### src/rtl/qracc_csr_sequencer.sv
// CSR run sequencer: writes CONFIG, kicks START, polls STATUS.busy with a gap, then writes STOP.
// Optional poll timeout with abort via CLEAR write: define QRACC_SEQ_TIMEOUT_EN.
module qracc_csr_sequencer #(
   parameter int ADDR_W        = 2,
   parameter int POLL_GAP      = 4,
   parameter int TIMEOUT_POLLS = 1024
) (
   input  logic              clk,
   input  logic              rst,
   input  logic              run_valid,
   output logic              run_ready,
   input  logic [31:0]       run_cfg,
   output logic              m_valid,
   output logic              m_wen,
   output logic [ADDR_W-1:0] m_addr,
   output logic [31:0]       m_data,
   input  logic              m_ready,
   input  logic [31:0]       m_read_data,
   output logic              busy_o,
   output logic              done_o,
   output logic              err_o,
   output logic [15:0]       poll_cnt_o
);

   localparam logic [2:0] S_IDLE     = 3'd0;
   localparam logic [2:0] S_WR_CFG   = 3'd1;
   localparam logic [2:0] S_WR_START = 3'd2;
   localparam logic [2:0] S_GAP      = 3'd3;
   localparam logic [2:0] S_POLL     = 3'd4;
   localparam logic [2:0] S_WR_STOP  = 3'd5;
   localparam logic [2:0] S_WR_CLEAR = 3'd6;
   localparam logic [2:0] S_DONE     = 3'd7;

   localparam logic [7:0] LP_GAP = 8'(POLL_GAP);

   logic [2:0]  r_state;
   logic [31:0] r_cfg;
   logic [15:0] r_cnt;
   logic [7:0]  r_gap;
   logic [15:0] w_cnt_inc;
   logic [2:0]  w_after_hs;
   logic        w_hs;
   logic        w_unused;

   assign w_hs       = m_valid && m_ready;
   assign w_cnt_inc  = (r_cnt == 16'hFFFF) ? r_cnt : r_cnt + 16'd1;
   // A zero gap skips the GAP state entirely
   assign w_after_hs = (LP_GAP == 8'd0) ? S_POLL : S_GAP;
   assign w_unused   = &{1'b0, m_read_data[31:2], m_read_data[0], 16'(TIMEOUT_POLLS)};

   assign run_ready  = (r_state == S_IDLE);
   assign busy_o     = (r_state != S_IDLE);
   assign done_o     = (r_state == S_DONE);
   assign poll_cnt_o = r_cnt;

   // Request fields are pure functions of state, so they stay stable while stalled
   always_comb begin
      m_valid = 1'b0;
      m_wen   = 1'b0;
      m_addr  = '0;
      m_data  = 32'h0;
      case (r_state)
         S_WR_CFG:   begin m_valid = 1'b1; m_wen = 1'b1; m_addr = ADDR_W'(1); m_data = r_cfg; end
         S_WR_START: begin m_valid = 1'b1; m_wen = 1'b1; m_data = 32'h0000_0001; end
         S_POLL:     begin m_valid = 1'b1; end
         S_WR_STOP:  begin m_valid = 1'b1; m_wen = 1'b1; end
         S_WR_CLEAR: begin m_valid = 1'b1; m_wen = 1'b1; m_data = 32'h0000_0004; end
         default:    ;
      endcase
   end

`ifdef QRACC_SEQ_TIMEOUT_EN
   localparam logic [15:0] LP_TO = 16'(TIMEOUT_POLLS);
   logic r_err;
   assign err_o = r_err;
`else
   assign err_o = 1'b0;
`endif

   always_ff @(posedge clk) begin
      if (rst) begin
         r_state <= S_IDLE;
         r_cfg   <= 32'h0;
         r_cnt   <= 16'h0;
         r_gap   <= 8'h0;
`ifdef QRACC_SEQ_TIMEOUT_EN
         r_err   <= 1'b0;
`endif
      end else begin
`ifdef QRACC_SEQ_TIMEOUT_EN
         r_err <= 1'b0;
`endif
         case (r_state)
            S_IDLE: if (run_valid) begin
               r_cfg   <= run_cfg;
               r_cnt   <= 16'h0;
               r_state <= S_WR_CFG;
            end
            S_WR_CFG: if (w_hs) r_state <= S_WR_START;
            S_WR_START: if (w_hs) begin
               r_gap   <= 8'h0;
               r_state <= w_after_hs;
            end
            S_GAP: begin
               if (r_gap == LP_GAP - 8'd1) r_state <= S_POLL;
               else                        r_gap   <= r_gap + 8'd1;
            end
            S_POLL: if (w_hs) begin
               r_cnt <= w_cnt_inc;
               r_gap <= 8'h0;
               if (!m_read_data[1])             r_state <= S_WR_STOP;
`ifdef QRACC_SEQ_TIMEOUT_EN
               else if (w_cnt_inc >= LP_TO)     r_state <= S_WR_CLEAR;
`endif
               else                             r_state <= w_after_hs;
            end
            S_WR_STOP: if (w_hs) r_state <= S_DONE;
            S_WR_CLEAR: if (w_hs) begin
`ifdef QRACC_SEQ_TIMEOUT_EN
               r_err   <= 1'b1;
`endif
               r_state <= S_IDLE;
            end
            S_DONE: r_state <= S_IDLE;
            default: r_state <= S_IDLE;
         endcase
      end
   end

endmodule

### config.mk
export PLATFORM = sky130hd
export DESIGN_NAME = qracc_csr_sequencer
export DESIGN_NICKNAME = d
export VERILOG_FILES = /design/src/rtl/qracc_csr_sequencer.sv
export SDC_FILE = /design/constraint.sdc
export NUM_CORES = 1
export LEC_CHECK = 0
export CORE_UTILIZATION = 30
export CTS_BUF_LIST = sky130_fd_sc_hd__clkbuf_4
export DETAILED_ROUTE_END_ITERATION = 12
export SYNTH_ARGS = -nofsm -noshare
export SYNTH_HDL_FRONTEND = slang
export SYNTH_SLANG_ARGS = --single-unit
### constraint.sdc
create_clock -name clk -period 2.9 [get_ports clk]
set_input_delay 0.58 -clock clk [delete_from_list [all_inputs] [get_ports clk]]
set_output_delay 0.58 -clock clk [all_outputs]
set_load 0.02 [all_outputs]
==> run summary, run 1 <==
largest area contributor in the netlist -> dfxtp_1
Hold Crit Class -> reg -> reg
number of enable flip-flop cells after synthesis -> 0
CP max-delay cell -> clkdlybuf4s50_1
outcome -> finished clean
starting density of the core -> 0.310
Synth Area in Adders -> 0.0289
CTS tree -> done
Critical Path End Type -> output pin
Ports -> 124
Synth area leaders -> dfxtp_1 (39%), nand2_1 (10%), a21oi_1 (7.9%), and2_1 (6.8%), ha_1 (2.9%)
post-synth cell types -> 46
most common library cells after synthesis -> nand2_1 (83), dfxtp_1 (59), a21oi_1 (48), and2_1 (33), nor2_1 (17)
router iterations before antenna repair -> 4
mux cell area share after synthesis -> 0.00660
H-Tree Depth -> 3
Area Growth Syn to Fin -> 39.1%
sequential share of power -> 0.341
FP Rows -> 36
fin util -> 0.432
Synth Area in Compound Gates -> 0.206
Final period util -> 0.954
CTS sink cnt -> 59
Mapped Area -> 3030 um^2
Worst-path clk slew -> 100 ps
largest net degree at the start of global routing -> 38
Internal -> 1740 uW
final slew viol count -> 0
Final Hold Fails -> 0
initial DRC count -> 138
area of the multi-input gates -> 1710 um^2
clock buffer depth -> 2
die area -> 10500 um^2
Die W -> 103 um
# diodes -> 0
fraction of layout cells with a size suffix above 1 -> 0.0708
core area -> 9770 um^2
CP Data Arrival Time -> 2190 ps
setup tns final -> 0 ps
largest family of logic cells by synthesized area -> simple AND/OR/NAND/NOR gates
Sw Share -> 0.390
leakage power -> 0.00189 uW
Storage cell area -> 1180 um^2
hpwl dp -> 5510 um
clock skew -> 11.6 ps
Main synth FF type -> dfxtp_1
vias in the first global route -> 2731
flops & latches, synth -> 59
total routed wirelength -> 8230 um
Total GRT Usage -> 0.159
Routed Antenna Nets -> 0
port buffer count -> 90
GP Congestion -> 0.824
Synthesis Warnings -> 0
Avg Synthesized Cell Area -> 7.76 um^2
drt drc -> 0
NetSw -> 1110 uW
post-synth top area share -> 0.389
antenna violations before repair -> 0
Max Freq -> 362 MHz
clk_lat worst skew -> 400 ps
clock buffer count from CTS -> 9
actual slew at the worst max-slew pin -> 724 ps
CP Class -> reg -> out
CP max stage delay -> 620 ps
Clk pwr share -> 0.232
Final #Nets -> 550
Critical Path, Cell by Cell -> inv_1 > ha_2 > nor2b_2 > buf_6 > clkdlybuf4s50_1
RSZ-0062 raised after global routing -> true
per-cell routed wire length -> 13.4 um
Startpoint Class -> register
total gr overflow -> 0
Vias -> 3047
drt via density -> 4.97
ys async rst share -> 0
Post-Synth XOR/XNOR Area -> 0
CP max FO -> 16
combinational power share -> 0.426
worst ir drop on vdd -> 0.225 mV
Slew HR -> 0.518
Root Buffer -> clkbuf_4
register area share after synthesis -> 0.389
Post-Synth Simple-Gate Area -> 0.318
Worst Path Required -> 2320 ps
most common cell in the netlist -> nand2_1
Gate Count Post-Synth -> 391
Die Y -> 103 um
layout filler cell count -> 1001
crit path time final -> 2770 ps
first-pass GRT wire length -> 13000 um
max-cap check violation count -> 0
Setup-failing EPs final -> 0
Pwr per Cell Area -> 676 nW/um^2
-- area by class of cell --
cell class	instances	share of cell area
clock inverter	6	0.0190
timing repair buffer	97	0.233
tap	133	0.0394
inverter	6	0.00533
sequential	59	0.280
multi-input combinational	302	0.405
clock buffer	10	0.0178
-- power groups by stage --
stage | Combinational, uW | Sequential [uW] | Clock [uW]
after floorplan | 825 | 975 | 0
after global routing | 1360 | 989 | 715
after CTS | 1210 | 974 | 684
final | 1220 | 974 | 663
after global placement | 1210 | 987 | 0
after detailed placement | 1220 | 991 | 0
-- sequential cells by signal (all words and copies together), names as in the netlist --
signal,count
r_cfg,32
r_gap,8
r_state,3
poll_cnt_o,16
-- layout by cell type, fill, tap and decap left out, drive strengths merged, types with 7 or more instances in the layout --
cell            n
buf             7
a31oi           7
a21oi          49
dfxtp          59
clkbuf         11
clkdlybuf4s50  58
nand2          84
ha              7
and2           33
o21ai          16
dlymetal6s2s   19
o31ai           7
nor2           17
nand3          10
nor2b          10
dlygate4sd2    12
nand4           7
-- critical path, delay by kind of cell, from the launching register on --
kind | cells | cell delay (ps)
adders and majority gates | 1 | 240
buffers and inverters | 3 | 920
DFF | 1 | 380
and+or+nand+nor | 1 | 240
-- timing repair --
item	CTS	global route
gates cloned	0	1
buffers inserted	0	0
endpoints found under the setup margin	31	20
hold buffers	0	0
resized for setup	15	21
-- final timing paths --
kind,endpoint,slack (ps),from,depth (start not counted)
worst min-delay path,r_cfg[30]$_SDFFE_PP0P_,450,r_cfg[30]$_SDFFE_PP0P_,2
worst max register to register,poll_cnt_o[11]$_SDFFE_PP0P_,450,r_state[1]$_SDFFE_PP0P_,7
worst max-delay path,m_addr[0],130,r_state[1]$_SDFFE_PP0P_,5
worst min register to register,r_cfg[30]$_SDFFE_PP0P_,450,r_cfg[30]$_SDFFE_PP0P_,2
-- layer usage --
metal  vias up  routed length (um)  global-route usage
met3        12                 602              0.0373
met2        98                3690               0.262
met1      1404                3790               0.195
met4         0                 148              0.0747
li1       1533                   -                   -
met5         -                   0                   0
-- cell families after synthesis --
| kind of cell | Yosys count |
|---|---|
| mux | 2 |
| other cells | 1 |
| fa+ha+maj | 7 |
| flops | 59 |
| buf+inv | 31 |
| compound gates | 102 |
| simple gates | 189 |
-- stage by stage --
stage	hold WS, ps	worst slack [ps]	area, um^2	total power (uW)	cells
global route	466	-6.39	4220	3070	613
global placement	437	339	4020	2200	596
detailed placement	442	333	4020	2210	596
CTS	456	0.841	4160	2870	612
floorplan	432	808	3040	1800	392
finish	453	134	4220	2850	613
No activity file was read; power rests on OpenSTA's default activity.
==> run 2, diff against run 1 <==
--- a/config.mk
+++ b/config.mk
@@ -5,9 +5,11 @@
 export SDC_FILE = /design/constraint.sdc
 export NUM_CORES = 1
 export LEC_CHECK = 0
-export CORE_UTILIZATION = 30
+export ABC_AREA = 0
+export CORE_UTILIZATION = 36
 export CTS_BUF_LIST = sky130_fd_sc_hd__clkbuf_4
 export DETAILED_ROUTE_END_ITERATION = 12
+export PLACE_DENSITY = 0.69
 export SYNTH_ARGS = -nofsm -noshare
 export SYNTH_HDL_FRONTEND = slang
 export SYNTH_SLANG_ARGS = --single-unit
==> run 2 against run 1 <==
- maximum frequency increased by 2.8%
- total power decreased by 1.0%
- worst hold slack about the same
- global-route usage increased by 3.3 points
- clock-buffer cell count decreased by 1
- wire length decreased by 2.4%
- combinational power about the same
- clock skew decreased by 4.7 ps
- largest cell class unchanged
==> run summary, run 2 (same netlist as run 1, synthesis figures left out) <==
Die Y -> 93.8 um (was 103 um)
drt drc -> 0 (unchanged)
Critical Path, Cell by Cell -> inv_1 > ha_1 > nor2b_2 > or3_1 > dlygate4sd2_1 (was inv_1 > ha_2 > nor2b_2 > buf_6 > clkdlybuf4s50_1)
actual slew at the worst max-slew pin -> 644 ps (was 724 ps)
number of flip-flops in the largest register -> 32 (unchanged)
fraction of layout cells with a size suffix above 1 -> 0.0711 (was 0.0708)
crit path time final -> 2690 ps (was 2770 ps)
Max Freq -> 372 MHz (was 362 MHz)
CTS tree -> done (unchanged)
fin util -> 0.509 (was 0.432)
clock skew -> 6.89 ps (was 11.6 ps)
Worst Setup SP -> r_state[0]$_SDFFE_PP0P_ (was r_state[1]$_SDFFE_PP0P_)
port buffer count -> 90 (unchanged)
Root Buffer -> clkbuf_4 (unchanged)
Hold Path Origin -> r_cfg[16]$_SDFFE_PP0P_ (was r_cfg[30]$_SDFFE_PP0P_)
WP buf/inv -> 2 (was 3)
max-cap check violation count -> 0 (unchanged)
area post-placement -> 3970 um^2 (was 4020 um^2)
CP Class -> reg -> out (unchanged)
commonest non-fill, non-tap cell in the layout -> nand2_1 (unchanged)
first-pass GRT wire length -> 13400 um (was 13000 um)
largest net degree at the start of global routing -> 36 (was 38)
Routed Antenna Nets -> 0 (unchanged)
Vias -> 3035 (was 3047)
Post-Place Cells -> 567 (was 596)
cells on worst reg2reg path -> 7 (unchanged)
setup tns final -> 0 ps (unchanged)
Slew HR -> 0.570 (was 0.518)
R2R Path Start -> r_state[1]$_SDFFE_PP0P_ (unchanged)
Hold Crit Class -> reg -> reg (unchanged)
final slew viol count -> 0 (unchanged)
H-Tree Depth -> 3 (unchanged)
Crit path max-delay family -> simple AND/OR/NAND/NOR gates (was buffers and inverters)
Final #Nets -> 549 (was 550)
total routed wirelength -> 8040 um (was 8230 um)
CTS sink cnt -> 59 (unchanged)
Die W -> 93.8 um (was 103 um)
Worst Setup Slack, final -> 210 ps (was 134 ps)
Worst Path Required -> 2320 ps (about the same)
hold path depth -> 2 (unchanged)
most frequent cells in the layout -> nand2_1 (83), dfxtp_1 (58), clkdlybuf4s50_1 (57) (was nand2_1 (83), clkdlybuf4s50_1 (58), dfxtp_1 (58))
hpwl dp -> 5480 um (was 5510 um)
largest reg by FF count -> r_cfg (unchanged)
Startpoint Class -> register (unchanged)
FP Rows -> 33 (was 36)
Setup-failing EPs final -> 0 (unchanged)
GP Congestion -> 0.817 (was 0.824)
CP max stage delay -> 430 ps (was 620 ps)
router iterations before antenna repair -> 6 (was 4)
worst ir drop on vdd -> 0.362 mV (was 0.225 mV)
Pwr per Cell Area -> 678 nW/um^2 (was 676 nW/um^2)
pre-CTS WS -> 323 ps (was 333 ps)
antenna violations before repair -> 0 (unchanged)
clock buffer depth -> 2 (unchanged)
design area -> 4160 um^2 (was 4220 um^2)
clk_lat worst skew -> 390 ps (was 400 ps)
drt via density -> 5.21 (was 4.97)
Final Hold Fails -> 0 (unchanged)
CP max FO -> 8 (was 16)
Area Growth Syn to Fin -> 37.2% (was 39.1%)
initial DRC count -> 159 (was 138)
outcome -> finished clean (unchanged)
Final period util -> 0.928 (was 0.954)
Stages on worst setup path -> 5 (unchanged)
per-cell routed wire length -> 13.8 um (was 13.4 um)
Finished Layout Cells -> 583 (was 613)
Worst-path clk slew -> 100 ps (about the same)
vias in the first global route -> 2918 (was 2731)
Critical Path End Type -> output pin (unchanged)
CP max-delay cell -> or3_1 (was clkdlybuf4s50_1)
RSZ-0062 raised after global routing -> false (was true)
number of post-CTS setup repair buffers -> 0 (unchanged)
Ports -> 124 (unchanged)
clock buffer count from CTS -> 9 (unchanged)
starting density of the core -> 0.371 (was 0.310)
CP Data Arrival Time -> 2110 ps (was 2190 ps)
core area -> 8180 um^2 (was 9770 um^2)
leakage power -> 0.00184 uW (was 0.00189 uW)
# diodes -> 0 (unchanged)
total gr overflow -> 0 (unchanged)
Total GRT Usage -> 0.192 (was 0.159)
die area -> 8800 um^2 (was 10500 um^2)
-- run 2: stage by stage --
| step | total power, uW | hold WS (ps) |
|---|---|---|
| 2_1_floorplan | 1800 | 432 |
| 3_3_place_gp | 2180 | 437 |
| 3_5_place_dp | 2210 | 443 |
| 4_1_cts | 2860 | 457 |
| 5_1_grt | 3030 | 474 |
| 6_report | 2820 | 453 |
-- run 2: tightest hold or removal path, cell delays in order, from the launching register on --
cell and delay, ps:
dfxtp_1 320, nand2_1 50, a21oi_1 50
-- run 2: what timing repair did --
action | 4_1_cts | 5_1_grt
gates cloned | 1 | 0
pin swaps | 0 | 0
gates resized for setup | 20 | 17
setup endpoints to repair | 31 | 23
hold buffers | 0 | 0
-- run 2: report_power, final --
group,internal (uW),switching (uW)
clock,339,303
sequential,910,66.6
combinational,469,735
total,1720,1100
-- run 2: routing by layer --
metal / wire, um / global-route usage / vias to the layer above
li1: - / - / 1531
met1: 3700 / 0.237 / 1394
met2: 3690 / 0.318 / 102
met3: 564 / 0.0453 / 8
met4: 80 / 0.0782 / 0
met5: 0 / 0 / -
-- run 2: final timing paths --
path / endpoint / slack [ps]
max: m_valid / 210
min: r_cfg[16]$_SDFFE_PP0P_ / 450
max reg2reg: poll_cnt_o[11]$_SDFFE_PP0P_ / 450
min reg2reg: r_cfg[16]$_SDFFE_PP0P_ / 450
-- run 2: area by class of cell --
type / count / area [um^2]
fill: 779 / 4010
sequential: 59 / 1180
multi-input combinational: 302 / 1720
clock buffer: 9 / 67.6
tap: 105 / 131
inverter: 6 / 22.5
clock inverter: 6 / 81.3
timing repair buffer: 96 / 962
==> run 3, diff against run 2 <==
--- a/config.mk
+++ b/config.mk
@@ -9,6 +9,7 @@
 export CORE_UTILIZATION = 36
 export CTS_BUF_LIST = sky130_fd_sc_hd__clkbuf_4
 export DETAILED_ROUTE_END_ITERATION = 12
+export HOLD_SLACK_MARGIN = 0.1
 export PLACE_DENSITY = 0.69
 export SYNTH_ARGS = -nofsm -noshare
 export SYNTH_HDL_FRONTEND = slang
==> results of run 3 <==
Same layout as run 2: the final DEF is identical, and so are final timing and power.
